## src/rtl/kbd_pkg.sv

```systemverilog
// Shared constants, FSM state type and key-index helpers for the 3x4 keypad scanner.
package kbd_pkg;

  localparam int NCOL  = 3;
  localparam int NROW  = 4;
  localparam int NKEY  = 10;
  localparam int KEY_W = 4;

  typedef enum logic [0:0] {
    IDLE  = 1'b0,
    DRIVE = 1'b1
  } state_e;

  // Index is col*4 + row; this relies on NROW being exactly 4.
  function automatic logic [KEY_W-1:0] key_index(input logic [1:0] col, input logic [1:0] row);
    return {col, row};
  endfunction

  function automatic logic [KEY_W-1:0] lowest_set(input logic [NKEY-1:0] v);
    logic [KEY_W-1:0] idx;
    idx = {KEY_W{1'b0}};
    for (int i = NKEY - 1; i >= 0; i--) begin
      if (v[i]) idx = KEY_W'(i);
      else      idx = idx;
    end
    return idx;
  endfunction

endpackage

```

## src/rtl/key_debounce.sv

```systemverilog
// Per-key frame-rate debouncer: stable level flips after DEBOUNCE_CNT consecutive differing frames.
module key_debounce
  import kbd_pkg::*;
#(
  parameter int DEBOUNCE_CNT = 4
) (
  input  logic clk,
  input  logic rst,
  input  logic eval_i,
  input  logic raw_i,
  output logic level_o,
  output logic press_o,
  output logic rise_o
);

  localparam int CNT_W = (DEBOUNCE_CNT > 1) ? $clog2(DEBOUNCE_CNT) : 1;

  logic [CNT_W-1:0] cnt_q, cnt_d;
  logic             stable_q, stable_d;
  logic             press_q;

  // Next-state for the disagreement counter and the stable level.
  always_comb begin
    cnt_d    = cnt_q;
    stable_d = stable_q;
    if (eval_i) begin
      if (raw_i != stable_q) begin
        if (cnt_q == CNT_W'(DEBOUNCE_CNT - 1)) begin
          stable_d = raw_i;
          cnt_d    = {CNT_W{1'b0}};
        end else begin
          cnt_d = cnt_q + CNT_W'(1);
        end
      end else begin
        cnt_d = {CNT_W{1'b0}};
      end
    end else begin
      cnt_d = cnt_q;
    end
  end

  assign rise_o = stable_d & ~stable_q;

  // State registers; the press pulse lands in the same cycle the level rises.
  always_ff @(posedge clk or posedge rst) begin
    if (rst) begin
      cnt_q    <= {CNT_W{1'b0}};
      stable_q <= 1'b0;
      press_q  <= 1'b0;
    end else begin
      cnt_q    <= cnt_d;
      stable_q <= stable_d;
      press_q  <= rise_o;
    end
  end

  assign level_o = stable_q;
  assign press_o = press_q;

endmodule

```

## src/rtl/keypad_scanner.sv

```systemverilog
// Column-scanning 3x4 keypad front end producing debounced levels and press pulses for keys 0..9.
module keypad_scanner
  import kbd_pkg::*;
#(
  parameter int SCAN_DIV     = 131072,
  parameter int SETTLE       = 16,
  parameter int DEBOUNCE_CNT = 4
) (
  input  logic              clk,
  input  logic              rst,
  input  logic              en,
  input  logic [NROW-1:0]   row_n,
  output logic [NCOL-1:0]   col_n,
  output logic [NKEY-1:0]   key_level,
  output logic [NKEY-1:0]   key_press,
  output logic [KEY_W-1:0]  key_code,
  output logic              key_valid,
  output logic              frame_done
);

  localparam int TICK_W = $clog2(SCAN_DIV);

  state_e            state_q, state_d;
  logic [TICK_W-1:0] tick_q, tick_d;
  logic [1:0]        col_q, col_d;
  logic [NKEY-1:0]   raw_q, raw_d;
  logic [NCOL-1:0]   col_n_q, col_n_d;
  logic              frame_done_q, frame_d;
  logic [KEY_W-1:0]  key_code_q;
  logic              key_valid_q;
  logic [NKEY-1:0]   rise_s;

  // Scan sequencer: column dwell, row sampling and frame completion.
  always_comb begin
    state_d = state_q;
    tick_d  = tick_q;
    col_d   = col_q;
    raw_d   = raw_q;
    frame_d = 1'b0;
    case (state_q)
      IDLE: begin
        tick_d = {TICK_W{1'b0}};
        col_d  = 2'd0;
        if (en) state_d = DRIVE;
        else    state_d = IDLE;
      end
      DRIVE: begin
        if (!en) begin
          state_d = IDLE;
          tick_d  = {TICK_W{1'b0}};
          col_d   = 2'd0;
        end else begin
          if (tick_q == TICK_W'(SETTLE)) begin
            // Indices 10 and 11 fall outside raw and are dropped here.
            for (int r = 0; r < NROW; r++) begin
              if (key_index(col_q, 2'(r)) < KEY_W'(NKEY))
                raw_d[key_index(col_q, 2'(r))] = ~row_n[r];
            end
          end else begin
            raw_d = raw_q;
          end
          if (tick_q == TICK_W'(SCAN_DIV - 1)) begin
            tick_d = {TICK_W{1'b0}};
            if (col_q == 2'd2) begin
              col_d   = 2'd0;
              frame_d = 1'b1;
            end else begin
              col_d = col_q + 2'd1;
            end
          end else begin
            tick_d = tick_q + TICK_W'(1);
          end
        end
      end
      default: begin
        state_d = IDLE;
        tick_d  = {TICK_W{1'b0}};
        col_d   = 2'd0;
      end
    endcase
  end

  // Column drive follows the next state so col_n lines up with state_q/col_q.
  always_comb begin
    if (state_d == DRIVE) col_n_d = ~(NCOL'(1) << col_d);
    else                  col_n_d = {NCOL{1'b1}};
  end

  // Sequencer and output registers.
  always_ff @(posedge clk or posedge rst) begin
    if (rst) begin
      state_q      <= IDLE;
      tick_q       <= {TICK_W{1'b0}};
      col_q        <= 2'd0;
      raw_q        <= {NKEY{1'b0}};
      col_n_q      <= {NCOL{1'b1}};
      frame_done_q <= 1'b0;
      key_code_q   <= {KEY_W{1'b0}};
      key_valid_q  <= 1'b0;
    end else begin
      state_q      <= state_d;
      tick_q       <= tick_d;
      col_q        <= col_d;
      raw_q        <= raw_d;
      col_n_q      <= col_n_d;
      frame_done_q <= frame_d;
      key_code_q   <= lowest_set(rise_s);
      key_valid_q  <= |rise_s;
    end
  end

  for (genvar k = 0; k < NKEY; k++) begin : g_key
    key_debounce #(
      .DEBOUNCE_CNT(DEBOUNCE_CNT)
    ) u_deb (
      .clk    (clk),
      .rst    (rst),
      .eval_i (frame_done_q),
      .raw_i  (raw_q[k]),
      .level_o(key_level[k]),
      .press_o(key_press[k]),
      .rise_o (rise_s[k])
    );
  end

  assign col_n      = col_n_q;
  assign frame_done = frame_done_q;
  assign key_code   = key_code_q;
  assign key_valid  = key_valid_q;

endmodule
```

## config.mk

```make
export PLATFORM = sky130hd
export DESIGN_NAME = keypad_scanner
export DESIGN_NICKNAME = d
export VERILOG_FILES = /design/src/rtl/kbd_pkg.sv /design/src/rtl/key_debounce.sv /design/src/rtl/keypad_scanner.sv
export SDC_FILE = /design/constraint.sdc
export NUM_CORES = 1
export LEC_CHECK = 0
export ABC_AREA = 1
export ABC_CLOCK_PERIOD_IN_PS = 2100
export BUFFER_PORTS_ARGS = -buffer_cell sky130_fd_sc_hd__buf_2
export CAP_MARGIN = 20
export CORE_MARGIN = 3
export CORE_UTILIZATION = 39
export DETAILED_ROUTE_END_ITERATION = 8
export HOLD_SLACK_MARGIN = 0.08
export PLACE_DENSITY = 0.54
export SLEW_MARGIN = 30
export SYNTH_ARGS = -nofsm -noshare
export SYNTH_HDL_FRONTEND = slang
export SYNTH_HIERARCHICAL = 1
export SYNTH_SLANG_ARGS = --single-unit
```

## constraint.sdc

```tcl
create_clock -name clk -period 2.1 [get_ports clk]
set_input_delay 0 -clock clk [delete_from_list [all_inputs] [get_ports clk]]
set_output_delay 0 -clock clk [all_outputs]
set_load 0.1 [all_outputs]
```

# --- Word level (Yosys, flattened, before mapping) ---
# Index checks and enable logic that the tools add are counted.
word_totals:
  reg_bits: 79
  input_bits: 7
  out_inout_bits: 29
  elab_cells: 216
op_classes:
  n_addsub: 12
  n_lt_le_gt_ge: 12
  n_eq_ne: 23
  shifts: 1
  muxes: 98
  bitwise: 26
  n_reduce_logical: 6
ops:
  columns: ["operator", "count"]
  rows:
  - ["2-to-1 mux 10 bit", 13]
  - ["2-to-1 mux 2 bit", 23]
  - ["bitwise mux 10 bit", 4]
  - ["2-to-1 mux 4 bit", 10]
  - ["2-to-1 mux 1 bit", 39]
  - ["2-to-1 mux 17 bit", 2]
  - ["one-hot mux 17 bit (2 select lines)", 1]
  - ["adder 2 x 1 -> 2 bit (second input constant)", 11]
  - ["== test 2 bit (second input constant)", 11]
  - ["< comparator 4 x 5 -> 1 bit (second input constant)", 4]
  - ["adder 17 x 1 -> 17 bit (second input constant)", 1]
  - ["== test 17 bit (second input constant)", 1]
  - ["== test 17 x 5 -> 1 bit (second input constant)", 1]
  - ["greater-or-equal comparator 4 x 1 -> 1 bit (second input constant)", 4]
  - ["< comparator 4 bit (second input constant)", 4]
  - ["inverter 1 bit", 15]
  - ["AND 1 bit", 10]
  - ["inequality test 1 bit", 10]
  - ["OR reduction 10 bit", 1]
  - ["demux 1 bit (select 2 bit)", 4]
  - ["logical AND 1 bit", 4]
  - ["one-hot mux 2 bit (2 select lines)", 1]
  - ["2-to-1 mux 3 bit", 1]
  - ["inverter 3 bit", 1]
  - ["other kinds (2)", 2]

# --- Depth between registers and ports, before layout ---
logic_depth:
  word_depth: 21
  ltp_mapped: 12
  depth_no_buf: 12

# --- Modules after synthesis ---
# Netlist, hierarchy kept.
by_module_without_submodules:
  columns: ["module", "n_inst", "cells_each", "area_each_um2", "seq_area_each_um2"]
  rows:
  - ["key_debounce", 10, 27, 201.4, 100.1]
  - ["keypad_scanner", 1, 225, 1860.5, 979.7]

# --- Worst setup path before layout ---
# Ideal clock, no wire load.
synth_path:
  path_kind: "register to register"
  startpoint: "register frame_done_q, in the netlist frame_done"
  endpoint: "register key_code_q[0], in the netlist key_code[0]"
  setup_ps: 129
  t_arrival_ps: 2293
  required_time_ps: 1971
  path_slack_ps: -322
  path_stages_with_launch: 12
  path_buffers: 0
  synth_period_minus_slack_ps: 2422
  path_cell_list: "dfrtp_1 > nand2_1 > nor2_1 > inv_1 > nand2_1 > nand2_1 > nand2_1 > nand2_1 > nand2_1 > nand2_1 > nand2_1 > a21oi_1"
synth_via:
  word_cells_on_any_way: 30
  classes_between: "mux (20); bitwise (10)"
synth_lines:
  columns: ["element", "line", "rtl"]
  rows:
  - ["start, declared", "keypad_scanner.sv:28", "logic frame_done_q, frame_d;"]
  - ["start signal, assigned", "keypad_scanner.sv:106", "frame_done_q <= frame_d;"]
  - ["2-to-1 mux 1 bit", "key_debounce.sv:26", "if (eval_i) begin"]
  - ["AND 1 bit", "key_debounce.sv:42", "assign rise_o = stable_d & ~stable_q;"]
  - ["net rise_s[8]", "keypad_scanner.sv:31", "logic [NKEY-1:0] rise_s;"]
  - ["2-to-1 mux 4 bit (9 in a row)", "kbd_pkg.sv:23", "if (v[i]) idx = KEY_W'(i);"]
  - ["end signal, assigned", "keypad_scanner.sv:98", "key_code_q <= {KEY_W{1'b0}};"]
  - ["end signal, assigned", "keypad_scanner.sv:107", "key_code_q <= lowest_set(rise_s);"]
  - ["end, declared", "keypad_scanner.sv:29", "logic [KEY_W-1:0] key_code_q;"]
# The timed path passes the listed nets, and every way through them passes these cells.
# A chain may end at the register's enable or synchronous reset.

# --- Worst setup path in the final report ---
layout_path:
  startpoint: "register tick_q[0]"
  endpoint: "register tick_q[6]"
layout_via:
  elab_chain_len: 4
  word_cells_on_any_way: 5
  classes_between: "add/sub (1); eq/ne (1); mux (3)"
layout_rtl:
  columns: ["element", "line", "rtl"]
  rows:
  - ["start, declared", "keypad_scanner.sv:24", "logic [TICK_W-1:0] tick_q, tick_d;"]
  - ["start signal, assigned", "keypad_scanner.sv:93", "tick_q <= {TICK_W{1'b0}};"]
  - ["start signal, assigned", "keypad_scanner.sv:102", "tick_q <= tick_d;"]
  - ["adder 17 x 1 -> 17 bit or == test 17 bit (tied branches)", "keypad_scanner.sv:71, keypad_scanner.sv:62", null]
  - ["2-to-1 mux 17 bit (*)", "keypad_scanner.sv:62", "if (tick_q == TICK_W'(SCAN_DIV - 1)) begin"]
  - ["2-to-1 mux 17 bit (*)", "keypad_scanner.sv:48", "if (!en) begin"]
  - ["one-hot mux 17 bit (2 select lines) (*)", "keypad_scanner.sv:40", "case (state_q)"]
  - ["net tick_d[6]", "keypad_scanner.sv:24", null]
# Mark *: on every way through the listed nets, which the timed path passes. The rest lies on a longest branch.

==> results summary <==
The sequential group share of total power came out at 0.515. Entering global routing, the biggest net connects 27 pins. The combined global-route utilization of all metal layers is 0.153. The initial antenna violation count is 0.

Max-cap violations in this run came to 0. The synthesized design spends more area on one cell type than any other, namely sky130_fd_sc_hd__dfrtp_1. The number of buffers on the longest clock path is 2.

The number of enable flip-flop cells after synthesis is 0. The clock latency on the worst-skew pair came out at approximately 350 ps. The total nets after synthesis is 515. In this run the post-CTS setup repair buffer count came out at 0. The slew at the pin closest to its max-slew limit came out at between 500 and 600 ps. The chip height came out at 106 um. The die is 106 um wide. For this run, the number of Yosys warnings is 6. The number of global-route vias before repair came out at 2985. The number of iterations in the first detailed-routing pass is 4. The area share of the leading cell type in the synthesized netlist came out at 0.491. The congestion estimate from routability-driven global placement came to 0.827. The clock-pin slew reported for the worst setup and hold paths after clock tree synthesis came out at 80 ps. By area the synthesized netlist is led by sky130_fd_sc_hd__dfrtp_1 49%, sky130_fd_sc_hd__nand2_1 15%, sky130_fd_sc_hd__inv_1 9.9%. The row count is 35. The half-perimeter wire length after placement came out at 5.96 mm.

The sum of negative setup slack is 0 ps. The tightest min-delay check is of the in2async type. The cell count after synthesis came out at 495.

The average wire per standard cell is 11.2 um. The final-layout fill cell count came out at ~1000. STA classifies the critical path endpoint as a flop.

The worst-case IR drop observed on VDD is 0.000341 V. The share of power burned in the clock network is 0.453. The region available for standard cell placement spans 9460 um^2. The combined area of all synthesized cells came out at roughly 3900 um^2. The count of unique library cells instantiated by Yosys is 23. The routed via count divided by cell count is 4.48. The layout net count came out at 576. For this run, asynchronously set or reset flops after synthesis account for 1.00. Of the total power, the share spent switching nets is 0.209. The placed cell area is between 4000 and 5000 um^2. The number of register bits inferred by synthesis came out at 79.

The sequential area share after synthesis is 0.511. The final critical-path setup slack came out at 183 ps. The detailed router placed 3092 vias in this run.

The final-layout worst hold slack is 210 ps. The net load switching power is 0.619 mW. The final worst-path cycle share came out at 0.913. Timing would allow up to ~520 MHz. The worst slack at placement is 44.0 ps. In this run the clock root is driven by a sky130_fd_sc_hd__clkbuf_8. The final hold violation count came out at 0. The number of nets with antenna violations after routing is 0. The critical path data arrival time is 2180 ps. The relative slew slack is 0.608. Averaged over all synthesized cells, the footprint is between 7 and 8 um^2. In the final layout, the share of cells above drive strength 1 is 0.171.

The antenna cell count is 0. The number of port buffers is 35. Setup repair after global routing left no endpoint under its margin.

For this block, the routed nets add up to between 7 and 8 mm of wire. The first-pass GRT wire length came out at 13.6 mm. The floorplan step defined a die boundary enclosing 11200 um^2. The count of boundary I/O pins is 36. Sorting the synthesized cells by how often they occur yields 155 x sky130_fd_sc_hd__nand2_1, 102 x sky130_fd_sc_hd__inv_1, 76 x sky130_fd_sc_hd__dfrtp_1, 53 x sky130_fd_sc_hd__nor2_1, 22 x sky130_fd_sc_hd__nand2_2. TritonCTS built the clock tree. The detailed-route DRC error count is 0.

The data required time of the critical path is 2360 ps. The total non-filler cell area in the finished layout is 4610 um^2. The number of buffers inserted during clock tree synthesis came out at 9. Along the worst path, the maximum fanout reaches 6. The initial core utilization is 0.410. The setup-violating endpoint count in the final report is 0.

The share of total power dissipated in combinational logic is 0.032. Summed over all cells, the static leakage comes to 2.46 nW. For the final database, setup skew stands at 10.4 ps. Dividing total power by cell area gives a power density of between 600 and 700 nW/um^2. The internal power summed over all cells came out at 2.35 mW. The number of pins with negative max-slew slack in the final report came out at 0. The final global-route overflow total came out at 0.

The maximum level of the CTS H-tree is 3. The critical path is of the reg2reg type. The flow ran to the end, and the final reports show no timing, DRC or antenna violations. The number of sinks driven by the clock tree is 79. Summing internal, switching and leakage power gives 2.96 mW. The most repeated cell in the gate-level netlist after synthesis is sky130_fd_sc_hd__nand2_1. The starting DRC count in detailed routing came out at 115. The most used flip-flop cell after synthesis is sky130_fd_sc_hd__dfrtp_1.

The worst setup path is launched from a flop. The time the worst path needs with I/O delays and setup came out at about 1900 ps. The relative area change from synthesis to final layout is 18.9%.
per-layer routing:
metal  GRT usage  vias to the layer above  share of wire
met3      0.0386                        9          0.033
met4      0.0463                        0          0.011
met5           0                        -              0
met2       0.258                       36           0.49
li1            -                     1627              -
met1       0.194                     1420           0.47
state kept, by name (all words and copies together), names as in the netlist:
signal,cells
col_q,2
g_key.u_deb/cnt_q,20
col_n,3
frame_done,1
g_key.u_deb/level_o,10
g_key.u_deb/press_o,10
raw_q,10
key_code,4
tick_q,17
state_q,1
key_valid,1
power groups by stage:
stage	clock network, mW	logic [mW]	registers [mW]
global placement	0	0.0897	1.56
finish	1.34	0.0962	1.53
detailed placement	0	0.0909	1.56
floorplan	0	0.0461	1.56
CTS	1.40	0.0998	1.53
global route	1.47	0.111	1.53
path summary, 6_finish.rpt:
check | start | to | slack, ps | cells past startpoint
min in group clk | en | state_q | 350 | 2
hold / removal | rst | g_key[6].u_deb/cnt_q[0] | 210 | 3
max in group asynchronous | rst | col_n[0] | 1090 | 4
hold reg to reg | tick_q[0] | tick_q[0] | 460 | 1
setup reg to reg | tick_q[0] | tick_q[6] | 180 | 10
setup / recovery | tick_q[0] | tick_q[6] | 180 | 10
timing repair:
item                       CTS  global route
setup endpoints to repair    0            19
hold endpoints to repair    66             0
hold buffers                 6             0
gates resized for setup      0             3
kinds of logic after synthesis:
logic type               after synthesis  synth area share
flip-flops                            79             0.511
AO/OA/AOI/OAI                         28            0.0381
buffers and inverters                105             0.103
adder cells (fa/ha/maj)               13            0.0420
XOR/XNOR                               3           0.00678
AND/OR/NAND/NOR                      267             0.299
area by class of cell:
type / count / area, um^2 / share of cell area
inverter: 102 / 383 / 0.0831
sequential: 79 / 1980 / 0.430
clock buffer: 11 / 131 / 0.0285
clock inverter: 5 / 106 / 0.0231
multi-input combinational: 311 / 1510 / 0.327
tap: 129 / 161 / 0.0350
timing repair buffer: 53 / 338 / 0.0733
placed cells by master, fill, tap and decap left out, drive strengths merged, types with 6 or more instances in the layout:
cell type	n
nand2	177
inv	102
dfrtp	76
nor2	53
buf	47
o21ai	20
nand4	13
ha	13
nand3	13
clkbuf	11
nor3	11
a21oi	6
dlygate4sd3	6
worst max-delay path, cell delays in order, from the launching register on:
cell	delay [ps]
sky130_fd_sc_hd__dfrtp_1	400
sky130_fd_sc_hd__ha_1	240
sky130_fd_sc_hd__nand3_2	130
sky130_fd_sc_hd__nor3_4	50
sky130_fd_sc_hd__nand3_1	130
sky130_fd_sc_hd__nor2_1	60
sky130_fd_sc_hd__ha_1	200
sky130_fd_sc_hd__nor2_2	190
sky130_fd_sc_hd__inv_1	100
sky130_fd_sc_hd__buf_4	170
sky130_fd_sc_hd__nor3_1	170
metrics by stage:
| stage | util | cells |
|---|---|---|
| after floorplan | - | 495 |
| after detailed placement | 0.454 | 668 |
| after global placement | 0.454 | 668 |
| after global routing | 0.487 | 690 |
| after CTS | 0.486 | 690 |
| final | 0.487 | 690 |
(Power assumes the default switching activity.)
